**config.mk**
```make
export PLATFORM = sky130hd
export DESIGN_NAME = card_dealer
export DESIGN_NICKNAME = d
export VERILOG_FILES = /design/src/rtl/blackjack_pkg.sv /design/src/rtl/card_lfsr.sv /design/src/rtl/card_dealer.sv
export SDC_FILE = /design/constraint.sdc
export NUM_CORES = 1
export LEC_CHECK = 0
export BUFFER_PORTS_ARGS = -buffer_cell sky130_fd_sc_hd__buf_2
export CAP_MARGIN = 20
export CORE_MARGIN = 1
export CORE_UTILIZATION = 36
export CTS_CLUSTER_SIZE = 30
export DETAILED_ROUTE_END_ITERATION = 6
export PLACE_DENSITY = 0.54
export SYNTH_ARGS = -nofsm -noshare
export SYNTH_HDL_FRONTEND = slang
export SYNTH_HIERARCHICAL = 1
export SYNTH_SLANG_ARGS = --single-unit
```
**constraint.sdc**
```tcl
create_clock -name clock -period 17.8 [get_ports clock]
set_input_delay 3.56 -clock clock [delete_from_list [all_inputs] [get_ports clock]]
set_output_delay 3.56 -clock clock [all_outputs]
set_load 0.03 [all_outputs]
```
**src/rtl/blackjack_pkg.sv**
```systemverilog
// rtl/blackjack_pkg.sv - shared constants, dealer states and rank helpers for the card shoe
package blackjack_pkg;

  localparam int CARD_W         = 4;
  localparam int NUM_RANKS      = 10;
  localparam int RANK_PER_DECK  = 4;
  localparam int TEN_PER_DECK   = 16;
  localparam int CARDS_PER_DECK = 52;

  typedef enum logic [2:0] {
    S_IDLE,
    S_DRAW,
    S_SHUFFLE,
    S_PRESENT,
    S_WAIT_LOW
  } dealer_state_t;

  function automatic logic [CARD_W-1:0] next_rank(input logic [CARD_W-1:0] r);
    return (r == 4'd10) ? 4'd1 : r + 4'd1;
  endfunction

  function automatic logic [CARD_W-1:0] legal_rank(input logic [CARD_W-1:0] r);
    return (r == 4'd0 || r > 4'd10) ? 4'd10 : r;
  endfunction

endpackage

```
**src/rtl/card_lfsr.sv**
```systemverilog
// rtl/card_lfsr.sv - free-running 16-bit Galois LFSR (x^16+x^14+x^13+x^11)
module card_lfsr #(
  parameter logic [15:0] SEED = 16'hACE1
) (
  input  logic        clock,
  input  logic        reset_n,
  output logic [15:0] lfsr_state
);

  // An all-zero state would lock the LFSR, so a zero seed is replaced.
  localparam logic [15:0] SEED_EFF = (SEED == 16'd0) ? 16'h0001 : SEED;

  logic [15:0] r_lfsr;

  always_ff @(posedge clock or negedge reset_n) begin
    if (!reset_n) r_lfsr <= SEED_EFF;
    else          r_lfsr <= {1'b0, r_lfsr[15:1]} ^ (r_lfsr[0] ? 16'hB400 : 16'h0000);
  end

  assign lfsr_state = r_lfsr;

endmodule

```
**src/rtl/card_dealer.sv**
```systemverilog
// rtl/card_dealer.sv - card shoe: per-rank counters, draw/retry/shuffle FSM, card_rdy handshake
module card_dealer
  import blackjack_pkg::*;
#(
  parameter int          HOLD_CYCLES = 2,
  parameter int          NUM_DECKS   = 1,
  parameter logic [15:0] SEED        = 16'hACE1
) (
  input  logic       clock,
  input  logic       reset_n,
  input  logic       request_card,
  input  logic       force_en,
  input  logic [3:0] force_value,
  output logic       card_rdy,
  output logic [3:0] card_value,
  output logic [8:0] cards_left,
  output logic       shuffle_pulse
);

  // Rank counters are 8 bits wide so that 16*8 = 128 tens still fit.
  localparam logic [7:0] RANK_FULL  = 8'(RANK_PER_DECK * NUM_DECKS);
  localparam logic [7:0] TEN_FULL   = 8'(TEN_PER_DECK * NUM_DECKS);
  localparam logic [8:0] CARDS_FULL = 9'(CARDS_PER_DECK * NUM_DECKS);
  localparam logic [3:0] HOLD_LAST  = 4'(HOLD_CYCLES);

  dealer_state_t r_state, w_state_next;

  logic [7:0]  r_cnt [NUM_RANKS];
  logic [3:0]  r_cand;
  logic        r_first;
  logic [3:0]  r_hold;

  logic [15:0] w_lfsr;
  logic        w_unused_lfsr;
  logic [3:0]  w_n, w_rand, w_cand, w_idx;
  logic        w_avail, w_empty;

  card_lfsr #(.SEED(SEED)) u_lfsr (
    .clock      (clock),
    .reset_n    (reset_n),
    .lfsr_state (w_lfsr)
  );

  assign w_unused_lfsr = ^w_lfsr[15:4];
  assign w_n     = w_lfsr[3:0];
  assign w_rand  = (w_n <= 4'd9) ? w_n + 4'd1 : w_n - 4'd6;
  // Force only steers the first draw cycle; retries walk up from the stored candidate.
  assign w_cand  = !r_first ? r_cand : (force_en ? legal_rank(force_value) : w_rand);
  assign w_idx   = w_cand - 4'd1;
  assign w_avail = (r_cnt[w_idx] != 8'd0);
  assign w_empty = (cards_left == 9'd0);
  assign shuffle_pulse = (r_state == S_SHUFFLE);

  always_ff @(posedge clock or negedge reset_n) begin
    if (!reset_n) r_state <= S_IDLE;
    else          r_state <= w_state_next;
  end

  always_comb begin
    w_state_next = r_state;
    case (r_state)
      S_IDLE:     if (request_card) w_state_next = S_DRAW;
      S_DRAW:     if (w_empty) w_state_next = S_SHUFFLE;
                  else if (w_avail) w_state_next = S_PRESENT;
      S_SHUFFLE:  w_state_next = S_DRAW;
      S_PRESENT:  if (r_hold == HOLD_LAST) w_state_next = S_WAIT_LOW;
      S_WAIT_LOW: if (!request_card) w_state_next = S_IDLE;
      default:    w_state_next = S_IDLE;
    endcase
  end

  always_ff @(posedge clock or negedge reset_n) begin
    if (!reset_n) begin
      for (int i = 0; i < NUM_RANKS; i++)
        r_cnt[i] <= (i == NUM_RANKS - 1) ? TEN_FULL : RANK_FULL;
      cards_left <= CARDS_FULL;
      card_rdy   <= 1'b0;
      card_value <= 4'd0;
      r_cand     <= 4'd1;
      r_first    <= 1'b1;
      r_hold     <= 4'd0;
    end else begin
      r_cand  <= next_rank(w_cand);
      r_first <= !(r_state == S_DRAW && !w_empty && !w_avail);
      case (r_state)
        S_DRAW: begin
          if (!w_empty && w_avail) begin
            card_value    <= w_cand;
            r_cnt[w_idx]  <= r_cnt[w_idx] - 8'd1;
            cards_left    <= cards_left - 9'd1;
            card_rdy      <= 1'b1;
            r_hold        <= 4'd1;
          end
        end
        S_SHUFFLE: begin
          for (int i = 0; i < NUM_RANKS; i++)
            r_cnt[i] <= (i == NUM_RANKS - 1) ? TEN_FULL : RANK_FULL;
          cards_left <= CARDS_FULL;
        end
        S_PRESENT: begin
          if (r_hold == HOLD_LAST) card_rdy <= 1'b0;
          else                     r_hold   <= r_hold + 4'd1;
        end
        default: ;
      endcase
    end
  end

endmodule

```
# Word level (Yosys, flattened, before mapping)
# Index checks and enable logic that the tools add are counted.
word_totals:
  ff_bits: 122
  inputBits: 8
  elab_cells: 90
  output_inout_bits: 15
op_classes:
  n_mux: 28
  reduce_logical: 19
  n_addsub: 7
  order_cmp: 4
  bitwise: 2
  eq_ne: 12
op_table:
  columns: ["op", "n"]
  rows:
  - ["case mux 80 bit (2 select lines)", 1]
  - ["bitwise mux 80 bit", 1]
  - ["two-way mux 80 bit", 1]
  - ["binary-select mux 8 bit (select 4 bit)", 1]
  - ["demux 8 bit (select 4 bit)", 1]
  - ["two-way mux 4 bit", 7]
  - ["two-way mux 8 bit", 3]
  - ["case mux 9 bit (2 select lines)", 1]
  - ["two-way mux 16 bit", 1]
  - ["bitwise XOR 15 x 16 -> 16 bit", 1]
  - ["two-way mux 3 bit", 5]
  - ["case mux 3 bit (5 select lines)", 1]
  - ["adder 4 x 1 -> 4 bit (second input constant)", 3]
  - ["zero test 9 bit", 1]
  - ["two-way mux 9 bit", 1]
  - ["subtractor 9 x 1 -> 9 bit (second input constant)", 1]
  - ["!= test 2 bit (second input constant)", 4]
  - ["case mux 4 bit (2 select lines)", 1]
  - ["nonzero test 8 bit", 1]
  - ["subtractor 8 x 1 -> 8 bit (second input constant)", 1]
  - ["== test 3 x 2 -> 1 bit (second input constant)", 2]
  - ["AND reduction 3 bit", 2]
  - ["greater-or-equal comparator 5 bit (second input constant)", 1]
  - ["< comparator 5 x 1 -> 1 bit (second input constant)", 1]
  - ["21 further kinds", 29]

# Longest topological paths before layout
# Gate-level depths: netlist (run 1).
logic_depth:
  depth_word: 14
  depth_mapped: 25
  depth_no_buf: 20

# Cells and area by module
# Netlist (run 1), hierarchy kept.
by_module_without_submodules:
  columns: ["mod", "cells_per_inst", "n_inst", "seq_area_each_um2", "area_per_inst_um2"]
  rows:
  - ["card_dealer", 631, 1, 2671.3, 6326.1]
  - ["card_lfsr", 19, 1, 410.4, 436.7]

# Worst setup path after synthesis (run 1)
# Ideal clock, no wire load.
synth_timing:
  path_type: "input -> register"
  from: "in force_en"
  to: "reg r_cnt[57] (netlist bit)"
  path_stages: 23
  required_time_ns: 17.704
  n_path_buf: 8
  setup_ns: 0.096
  t_arrival_ns: 8.263
  path_slack_ns: 9.441
  path_cell_list: "and2_1 -> and3_1 -> or3_1 -> buf_2 -> clkbuf_1 -> ha_1 -> clkbuf_1 -> clkbuf_1 -> clkbuf_1 -> o21ai_0 -> a221oi_1 -> or3_1 -> o221ai_1 -> clkbuf_1 -> inv_1 -> ha_1 -> inv_1 -> or3_1 -> or3_1 -> buf_6 -> buf_6 -> and2_4 -> a221oi_2"
synth_via:
  elab_chain_len: 11
  word_cells_on_any_way: 20
  classes_between: "2 x add/sub; 2 x order compare; 1 x eq/ne; 10 x mux; 1 x bitwise; 4 x reduce/logical"
synth_rtl:
  columns: ["element", "line", "source"]
  rows:
  - ["start: declaration", "card_dealer.sv:12", "input logic force_en,"]
  - ["two-way mux 4 bit (*) (2 in a row)", "card_dealer.sv:48", "assign w_cand = !r_first ? r_cand : (force_en ? legal_rank(force_value) : w_rand);"]
  - ["via w_cand[0]", "card_dealer.sv:35", "logic [3:0] w_n, w_rand, w_cand, w_idx;"]
  - ["subtractor 4 x 1 -> 4 bit (*)", "card_dealer.sv:49", "assign w_idx = w_cand - 4'd1;"]
  - ["inverter 4 -> 5 bit (not written as such) (*)", "card_dealer.sv:50, card_dealer.sv:89", null]
  - ["binary-select mux 8 bit (select 4 bit), or another cell as far along", "card_dealer.sv:50, card_dealer.sv:89", null]
  - ["two-way mux 8 bit (not written as such) or logical AND 1 bit (tied branches)", "card_dealer.sv:50, card_dealer.sv:89", null]
  - ["two-way mux 8 bit, on equally long branches", "card_dealer.sv:50, card_dealer.sv:89", null]
  - ["subtractor 8 x 1 -> 8 bit, or another cell as far along", "card_dealer.sv:89", "r_cnt[w_idx] <= r_cnt[w_idx] - 8'd1;"]
  - ["bitwise mux 80 bit or logical AND 1 bit (tied branches)", "card_dealer.sv:89, card_dealer.sv:87", null]
  - ["two-way mux 80 bit or != test 2 x 1 -> 1 bit (tied branches)", null, null]
  - ["case mux 80 bit (2 select lines) or AND reduction 2 bit (tied branches)", null, null]
  - ["end signal: indexed assignment", "card_dealer.sv:75", "r_cnt[i] <= (i == NUM_RANKS - 1) ? TEN_FULL : RANK_FULL;"]
  - ["end signal: indexed assignment", "card_dealer.sv:89", null]
  - ["end signal: indexed assignment", "card_dealer.sv:97", "r_cnt[i] <= (i == NUM_RANKS - 1) ? TEN_FULL : RANK_FULL;"]
  - ["end: declaration", "card_dealer.sv:28", "logic [7:0] r_cnt [NUM_RANKS];"]
# Mark *: on every way through the listed nets, which the timed path passes. The rest lies on a longest branch. The select of a mux whose other input is x is not followed.
# A chain may end at the register's enable or synchronous reset.

# Worst setup path in the final report (run 1)
layout_timing:
  from: "in force_en"
  to: "reg r_cnt[17] (netlist bit)"
layout_via:
  elab_chain_len: 11
  word_cells_on_any_way: 20
  classes_between: "2 x add/sub; 2 x order compare; 1 x eq/ne; 10 x mux; 1 x bitwise; 4 x reduce/logical"
layout_rtl:
  columns: ["element", "line"]
  rows:
  - ["two-way mux 4 bit (*) (2 in a row)", "card_dealer.sv:48"]
  - ["subtractor 4 x 1 -> 4 bit (*)", "card_dealer.sv:49"]
  - ["inverter 4 -> 5 bit (not written as such) (*)", "card_dealer.sv:50, card_dealer.sv:89"]
  - ["binary-select mux 8 bit (select 4 bit), or another cell as far along", "card_dealer.sv:50, card_dealer.sv:89"]
  - ["two-way mux 8 bit (not written as such) or logical AND 1 bit (tied branches)", "card_dealer.sv:50, card_dealer.sv:89"]
  - ["two-way mux 8 bit, on equally long branches", "card_dealer.sv:50, card_dealer.sv:89"]
  - ["subtractor 8 x 1 -> 8 bit, or another cell as far along", "card_dealer.sv:89"]
  - ["bitwise mux 80 bit or logical AND 1 bit (tied branches)", "card_dealer.sv:89, card_dealer.sv:87"]
  - ["two-way mux 80 bit or != test 2 x 1 -> 1 bit (tied branches)", null]
  - ["case mux 80 bit (2 select lines) or AND reduction 2 bit (tied branches)", null]
# Every way passes the cells marked *; elsewhere a longest branch is shown, timed or not. The select of a mux whose other input is x is not followed.

==> results of run 1 <==
## critical path: cells and delay by family
family | cells | cell delay [ps]
and+or+nand+nor | 8 | 3810
AOI/OAI and AO/OA | 4 | 920
buffers and inverters | 5 | 830
adders and majority gates | 2 | 550
## through the flow
| stage | instance area (um^2) | total power, mW | setup WS [ps] | hold slack (ps) | cells |
|---|---|---|---|---|---|
| 2_1_floorplan | 6760 | 0.833 | 9440 | 331 | 650 |
| 3_3_place_gp | 7060 | 0.982 | 8260 | 335 | 874 |
| 3_5_place_dp | 7060 | 0.993 | 8080 | 342 | 874 |
| 4_1_cts | 7660 | 1.35 | 8520 | 353 | 906 |
| 5_1_grt | 7690 | 1.43 | 7890 | 361 | 907 |
| 6_report | 7690 | 1.35 | 8430 | 349 | 907 |
## power groups by stage
stage | Combinational [mW] | Clock (mW) | Sequential, mW
floorplan | 0.399 | 0 | 0.434
global placement | 0.537 | 0 | 0.445
detailed placement | 0.545 | 0 | 0.448
CTS | 0.546 | 0.360 | 0.445
global route | 0.602 | 0.373 | 0.458
finish | 0.549 | 0.354 | 0.447
## kinds of logic after synthesis
kind of cell    after synthesis  share of synthesized area
mux                         104                      0.164
xor+xnor                     16                     0.0207
fa+ha+maj                    14                     0.0259
simple gates                210                      0.156
flops                       122                      0.456
compound gates              122                      0.139
buf+inv                      62                     0.0392
## registers in the layout, summed over array words and instances (netlist names), 3 cells and up
signal / count
r_hold: 4
card_value: 4
cards_left: 9
u_lfsr/lfsr_state: 16
r_state: 3
r_cand: 4
r_cnt: 80
## metal layers
metal | track usage | part of all wire | up-vias
met5 | 0 | 0 | -
met4 | 0.0795 | 0.021 | 0
met3 | 0.0518 | 0.045 | 29
met2 | 0.327 | 0.49 | 123
met1 | 0.239 | 0.45 | 2621
li1 | - | - | 2383
## cell usage in the layout, fill, tap and decap left out, drive strengths merged, types with 5 or more instances in the layout
cell / count
ha: 14
a211oi: 9
clkbuf: 20
a221o: 6
nand2: 95
a21oi: 13
and3: 6
and2: 8
xor2: 9
nor2: 37
xnor2: 7
buf: 30
or3: 10
clkinvlp: 5
nand3: 14
inv: 28
mux2i: 97
o21bai: 6
nand4: 6
o21ai: 24
dfrtp: 99
mux4: 5
a221oi: 19
nor3: 12
dfstp: 23
o22ai: 5
## worst max-delay path by stage
stage | slack [ps] | cells past startpoint | from | to
finish | 8430 | 19 | force_en | r_cnt[17]$_DFFE_PN0P_
global route | 7890 | 19 | force_en | r_cnt[25]$_DFFE_PN0P_
CTS | 8520 | 19 | force_en | r_cnt[17]$_DFFE_PN0P_
detailed placement | 8080 | 19 | force_en | r_cnt[17]$_DFFE_PN0P_
global placement | 8260 | 19 | force_en | r_cnt[17]$_DFFE_PN0P_
floorplan | 9440 | 23 | force_en | r_cnt[57]$_DFFE_PN0P_
## area by class of cell
class                      count  share of cell area
clock buffer                  20              0.0594
tap                          229              0.0373
timing repair buffer          30              0.0251
multi-input combinational    466               0.445
inverter                      28              0.0137
sequential                   122               0.401
clock inverter                12              0.0192
==> results.tsv, run 1 <==
metric	value	unit
CTS Buf Count	17	
Setup Skew	8.27	ps
placer congestion estimate	0.872	
first-pass GRT wire length	29200	um
P_leak	3.78	nW
Mapped Avg Cell Area	10.4	um^2
CP arrival	9680	ps
EDFF count, synth	0	
Reg2Reg Depth	20	
Rows	49	
Bufs on Longest Clock Path	2	
critical-path maximum fanout	27	
Die H	139	um
final hold violations	0	
core footprint	18200	um^2
H-Tree Level Count	4	
Starting Density	0.371	
Syn Inst Count	650	
cell mode on critical path	or3_1	
failing checks	DRC	
Die X	139	um
Setup crit end kind	register	
top cell type by total area after synthesis	dfrtp_1	
clk_lat worst skew	420	ps
CTS resizes	0	
Total Routing Usage GR	0.196	
Slew Viols, Final	0	
ys async rst share	1.00	
synthesized cell area	6760	um^2
DP Wirelength	11600	um
final net count	687	
Final ANT Viol Nets	0	
final WL	17800	um
pin count of the biggest net entering global routing	73	
DRT iter0 DRCs	417	
Max Clk Rate	0.107	GHz
main flop type after synthesis	dfrtp_1	
final setup fails	0	
CP Launch Type	input port	
fin util	0.422	
setup TNS	0	ps
slowest stage delay, CP	870	ps
share of cells above drive strength 1	0.176	
Pint	785	uW
Cell variety after synth	80	
synth warn	6	
Die Area	19300	um^2
crit path cell chain	buf_2, or2b_1, a221oi_1, or3_1, inv_2, ha_1, inv_1, o211ai_1, nor4_1, nor3_1, or3_1, o221ai_1, inv_1, ha_1, inv_1, or3_1, or3_1, nand4_2, a221oi_1	
critical path required time	18110	ps
vias	5156	
WL per Instance	19.7	um
worst slew pin tran	1120	ps
Clock power frac	0.262	
reg2reg setup slack	10550	ps
FF-to-FF Start	u_lfsr/lfsr_state[0]$_DFF_PN1_	
area grow syn2layout	13.7	%
RSZ-0062 raised after global routing	no	
antenna violations before repair	0	
commonest cells in the netlist	dfrtp_1 (99), mux2i_1 (97), nand2_1 (94), nor2_1 (36), inv_1 (27)	
Final min period	9370	ps
Hold Path End	u_lfsr/lfsr_state[3]$_DFF_PN0_	
area of the multi-input gates	3420	um^2
Worst Hold Depth	0	
drt drc	4	
P per Cell Area	175	nW/um^2
io pins	23	
clock root buffer	clkbuf_16	
Hold Buf Count CTS	0	
most common cell in the synthesized netlist	dfrtp_1	
critical path class	in -> reg	
flops & latches, synth	122	
sequential cell area	3080	um^2
Post-Syn Nets	672	
status	finished, violations left	
Ant. Diodes	0	
GR Overflow Total	0	
vias in the first global route	5311	
First-pass DRT Iterations	7	
Flop pwr share	0.331	
Hold Crit Class	reg -> reg	
net load switching power	565	uW
CTS clk-pin slew, worst paths	60	ps
Synth top area share	0.366	
CTS tree	yes	
combinational share of power	0.407	
r2r endpoint	r_cnt[17]$_DFFE_PN0P_	
Synth area leaders	dfrtp_1 (37%), mux2i_1 (14%), dfstp_2 (8.9%)	
postcts setup bufs	0	
Critical-path top delay cell	or3_1	
maximum VDD drop	82.7	uV
clock sink count	122	
Final period util	0.526	
post-synthesis sequential area ratio	0.456	
sw frac	0.419	
vias per cell	5.68	
slew margin rel.	0.251	
Fill cells	1737	
max-cap violations	0	
Buffers on Ports	22	
hold_sp	u_lfsr/lfsr_state[4]$_DFF_PN0_	
No activity file was read; power rests on OpenSTA's default activity.
==> run 2, diff against run 1 <==
- ABC_AREA: not set -> 1
- PLACE_DENSITY: 0.54 -> 0.56
- clock period: 17.8 -> 8.3 ns (I/O delays scaled with it)
==> run 2 against run 1 <==
  * The run now ends clean
  * Global-route usage decreased by 0.25 points
  * Core utilization shrank 0.41 points
  * Hold slack about the same
  * Power increased by 140%
  * Critical endpoint is now cards_left[6]$_DFFE_PN0P_
==> results.tsv, run 2 <==
metric	value	unit
H-Tree Level Count	4	
pin count of the biggest net entering global routing	63	
Cell variety after synth	44	
worst slew pin tran	946	ps
CTS tree	yes	
Ant. Diodes	0	
P per Cell Area	402	nW/um^2
Synth area leaders	dfrtp_1 (35%), nand2_1 (20%), nand3_1 (10%)	
clk_lat worst skew	430	ps
sw frac	0.477	
CTS resizes	0	
Syn Inst Count	933	
max-cap violations	0	
most common cell after layout, fill and taps aside	nand2_1	
Hold Crit Class	reg -> reg	
Bufs on Longest Clock Path	2	
Setup Skew	8.87	ps
Final Instance Count excl. Fillers	1220	
Setup crit end kind	register	
reg2reg setup slack	2330	ps
CP Launch Type	input port	
hold_sp	u_lfsr/lfsr_state[8]$_DFF_PN0_	
Placed Cells	1188	
Synth top area share	0.351	
First-pass DRT Iterations	7	
final setup fails	0	
area grow syn2layout	12.4	%
Total Routing Usage GR	0.193	
design area	7930	um^2
CTS Buf Count	17	
status	completed	
post-synthesis sequential area ratio	0.437	
critical path required time	8600	ps
Die H	142	um
DRT iter0 DRCs	421	
Fill cells	1958	
postcts setup bufs	0	
Post-Syn Nets	955	
Placement Setup Slack	1620	ps
Clock power frac	0.233	
Largest register FFs	80	
Pint	1.67	mW
slew margin rel.	0.369	
vias per cell	4.83	
Final period util	0.752	
final net count	969	
Die Area	20200	um^2
Flop pwr share	0.293	
P_leak	4.18	nW
final WL	17800	um
Hold Path End	u_lfsr/lfsr_state[7]$_DFF_PN1_	
first-pass GRT wire length	29800	um
Critical-path top delay cell	nand2_1	
Buffers on Ports	22	
FF-to-FF Start	u_lfsr/lfsr_state[0]$_DFF_PN1_	
io pins	23	
Max Clk Rate	0.160	GHz
Rows	50	
Slew Viols, Final	0	
core footprint	19000	um^2
share of cells above drive strength 1	0.148	
commonest cells in the netlist	nand2_1 (375), nand3_1 (141), dfrtp_1 (99), inv_1 (78), nor2_1 (39)	
CTS clk-pin slew, worst paths	60	ps
ys async rst share	1.00	
r2r endpoint	cards_left[6]$_DFFE_PN0P_	
Hold Buf Count CTS	0	
Starting Density	0.372	
drt drc	0	
placed inst area	7330	um^2
vias in the first global route	5665	
final hold violations	0	
main flop type after synthesis	dfrtp_1	
combinational share of power	0.474	
Mapped Avg Cell Area	7.56	um^2
Worst Hold Depth	0	
CP arrival	6540	ps
fin util	0.418	
M1 WL	8840	um
antenna violations before repair	0	
top cell type by total area after synthesis	dfrtp_1	
Reg2Reg Depth	26	
Final min period	6240	ps
DP Wirelength	11800	um
flops & latches, synth	122	
WL per Instance	14.6	um
met2 wire length	8020	um
maximum VDD drop	175	uV
GR Overflow Total	0	
placer congestion estimate	0.823	
critical path class	in -> reg	
setup TNS	0	ps
Die X	142	um
Final ANT Viol Nets	0	
cell mode on critical path	nand2_1	
Met3 Routed Length	725	um
synthesized cell area	7060	um^2
net load switching power	1.52	mW
Biggest register	r_cnt	
clock root buffer	clkbuf_16	
clock sink count	122	
most common cell in the synthesized netlist	nand2_1	
EDFF count, synth	0	
synth warn	6	
slowest stage delay, CP	710	ps
most frequent cells in the layout	nand2_1 (375), nand3_1 (141), dfrtp_1 (99), inv_1 (77), nor2_1 (39)	
critical-path maximum fanout	48	
vias	5887	
setup ws final	2060	ps
RSZ-0062 raised after global routing	no	
Top Layer Used	met4	
-- run 2: cell types whose count changed in the layout (fill, tap and decap cells not counted), moves of 8 or more --
cell / before / now
a221oi_1: 17 / 0
or3_1: 10 / 0
inv_4: 0 / 10
nand2_2: 1 / 13
nor3_1: 12 / 4
inv_1: 27 / 77
nand3b_1: 2 / 11
nand2_1: 94 / 375
nand3_1: 10 / 141
mux2i_1: 97 / 1
-- run 2: worst max-delay path by stage --
stage	startpoint	end	slack [ps]	cells past startpoint
2_1_floorplan	force_value[2]	r_cnt[33]$_DFFE_PN0P_	3270	31
3_3_place_gp	force_value[2]	cards_left[6]$_DFFE_PN0P_	1720	27
3_5_place_dp	force_value[2]	cards_left[4]$_DFFE_PN1P_	1620	27
4_1_cts	force_value[2]	cards_left[4]$_DFFE_PN1P_	2050	27
5_1_grt	force_value[2]	cards_left[6]$_DFFE_PN0P_	1600	27
6_report	force_value[2]	cards_left[6]$_DFFE_PN0P_	2060	27
-- run 2: cell type report --
type / count / area, um^2 / area share
timing repair buffer: 27 / 150 / 0.0189
multi-input combinational: 684 / 3380 / 0.427
tap: 260 / 325 / 0.0410
sequential: 122 / 3080 / 0.389
clock inverter: 13 / 146 / 0.0185
clock buffer: 19 / 453 / 0.0571
inverter: 95 / 389 / 0.0491
-- run 2: cells by family after synthesis --
| group | Yosys count | share of synthesized area |
|---|---|---|
| DFF | 122 | 0.437 |
| xor gates and xnor gates | 10 | 0.0161 |
| buffers and inverters | 127 | 0.0837 |
| and+or+nand+nor | 620 | 0.405 |
| adders and majority gates | 14 | 0.0248 |
| AOI/OAI and AO/OA | 39 | 0.0323 |
| muxes | 1 | 0.00142 |
-- run 2: metrics by stage --
| step | hold WS (ps) | total power [mW] |
|---|---|---|
| 2_1_floorplan | 331 | 2.05 |
| 3_3_place_gp | 335 | 2.45 |
| 3_5_place_dp | 338 | 2.46 |
| 4_1_cts | 351 | 3.21 |
| 5_1_grt | 359 | 3.44 |
| 6_report | 349 | 3.19 |
-- run 2: power by group through the flow --
stage	Clock, mW	Sequential [mW]	Combinational (mW)
final	0.744	0.934	1.51
after global routing	0.786	0.959	1.69
after CTS	0.757	0.934	1.52
after detailed placement	0	0.941	1.52
after global placement	0	0.943	1.50
after floorplan	0	0.959	1.09
-- run 2: routing by layer --
layer | up-vias | GRT usage
li1 | 2976 | -
met1 | 2785 | 0.275
met2 | 106 | 0.290
met3 | 20 | 0.0384
met4 | 0 | 0.0702
met5 | - | 0
-- run 2: worst max-delay path, delay by kind of cell --
kind | cells | cell delay, ps
compound gates | 3 | 280
fa+ha+maj | 2 | 560
buf+inv | 6 | 1070
simple gates | 16 | 2920
==> run 3, diff against run 2 <==
- PLACE_DENSITY: 0.56 -> 0.54
- clock period: 8.3 -> 6.35 ns (I/O delays scaled with it)
==> run 3 against run 2 <==
  * Global-route usage hardly changed
  * Clock-buffer cell count is 1 lower
  * Core utilization is 0.30 points higher
  * Wire length is 1.6% higher
  * Sequential share of layout area is 0.27 points lower
  * Die area stayed put
  * First-iteration DRC count is 3.3% higher
  * Register-to-register slack worse by 1400 ps
  * Sequential power is 33% higher
  * Clock skew is 0.66 ps higher
  * Highest routed layer unchanged
==> results.tsv, run 3 (synthesis results as in run 2) <==
metric	value	unit
clk_lat worst skew	430	ps
core footprint	19000	um^2
io pins	23	
vias	5883	
critical-path maximum fanout	48	
worst slew pin tran	1050	ps
Hold Crit Class	reg -> reg	
DRT iter0 DRCs	435	
Total Routing Usage GR	0.193	
combinational share of power	0.471	
final setup fails	0	
Setup crit end kind	register	
Buffers on Ports	22	
area grow syn2layout	13.2	%
max-cap violations	0	
Flop pwr share	0.288	
placed inst area	7350	um^2
Final ANT Viol Nets	0	
WL per Instance	14.8	um
placer congestion estimate	0.812	
CP arrival	5780	ps
Largest register FFs	80	
net load switching power	2.05	mW
final WL	18100	um
RSZ-0062 raised after global routing	no	
H-Tree Level Count	4	
vias per cell	4.81	
Die Area	20200	um^2
status	completed	
share of cells above drive strength 1	0.151	
vias in the first global route	5352	
CP Launch Type	register	
Final min period	5430	ps
fin util	0.421	
clock sink count	122	
Ant. Diodes	0	
design area	7990	um^2
Die X	142	um
cell mode on critical path	nand2_1	
slew margin rel.	0.299	
most common cell after layout, fill and taps aside	nand2_1	
Biggest register	r_cnt	
Starting Density	0.372	
Rows	50	
Reg2Reg Depth	28	
sw frac	0.474	
CTS tree	yes	
antenna violations before repair	0	
first-pass GRT wire length	29400	um
pin count of the biggest net entering global routing	101	
Setup Skew	9.53	ps
final hold violations	0	
reg2reg setup slack	920	ps
setup TNS	0	ps
Max Clk Rate	0.184	GHz
CTS clk-pin slew, worst paths	60	ps
Pint	2.27	mW
GR Overflow Total	0	
Slew Viols, Final	0	
clock root buffer	clkbuf_16	
Hold Buf Count CTS	0	
Bufs on Longest Clock Path	2	
final net count	972	
postcts setup bufs	0	
P_leak	4.23	nW
Critical-path top delay cell	dfstp_2	
Clock power frac	0.241	
P per Cell Area	541	nW/um^2
Final period util	0.856	
critical path required time	6700	ps
Die H	142	um
CTS resizes	0	
First-pass DRT Iterations	5	
drt drc	0	
Total Power	4.32	mW
most frequent cells in the layout	nand2_1 (375), nand3_1 (141), dfrtp_1 (99), inv_1 (77), nor2_1 (39)	
critical path class	reg -> reg	
Worst Hold Depth	0	
CTS Buf Count	17	
maximum VDD drop	306	uV
DP Wirelength	12000	um
slowest stage delay, CP	650	ps
[run 3: cell count changes in the layout (fill, tap and decap cells not counted), sizes merged]
cell      delta
buf          +3
clkbuf       -1
bufinv       +2
clkinvlp     -3
clkinv       -1
inv          +3
[run 3: power groups by stage]
stage	clock network [mW]	logic, mW	registers (mW)
after floorplan	0	1.43	1.25
after global placement	0	2.03	1.26
after detailed placement	0	2.05	1.25
after CTS	1.06	2.05	1.24
after global routing	1.09	2.25	1.27
final	1.04	2.03	1.24
[run 3: critical path: cells and delay by family, from the launching register on]
family | cells | cell delay [ps]
simple gates | 16 | 2660
buf+inv | 5 | 740
fa+ha+maj | 3 | 700
flops | 1 | 650
compound gates | 4 | 530
[run 3: worst paths after layout]
check	start	end
hold reg to reg	u_lfsr/lfsr_state[9]$_DFF_PN0_	u_lfsr/lfsr_state[8]$_DFF_PN0_
hold / removal	u_lfsr/lfsr_state[9]$_DFF_PN0_	u_lfsr/lfsr_state[8]$_DFF_PN0_
setup / recovery	u_lfsr/lfsr_state[0]$_DFF_PN1_	cards_left[4]$_DFFE_PN1P_
max in group asynchronous	reset_n	r_cnt[47]$_DFFE_PN0P_
setup reg to reg	u_lfsr/lfsr_state[0]$_DFF_PN1_	cards_left[4]$_DFFE_PN1P_
min in group asynchronous	reset_n	cards_left[6]$_DFFE_PN0P_
[run 3: final cells by class]
type / instances / area (um^2)
multi-input cells: 684 / 3380
inverters: 95 / 389
fillers: 1952 / 11000
well taps: 260 / 325
flip-flops and latches: 122 / 3080
clock inverters: 14 / 194
clock buffers: 18 / 439
repair buffers: 30 / 173
[run 3: metal layers]
metal  up-vias  track usage  wire, um
met5         -            0         0
met4         0       0.0606       248
met3        18       0.0347       580
met2        96        0.291      8140
met1      2778        0.279      9150
li1       2991            -         -
[run 3: stage by stage]
step,setup WS [ps],cells,hold WS [ps]
after floorplan,1710,933,331
after global routing,434,1223,358
after CTS,908,1223,349
final,915,1223,346
after global placement,695,1191,335
after detailed placement,618,1191,336
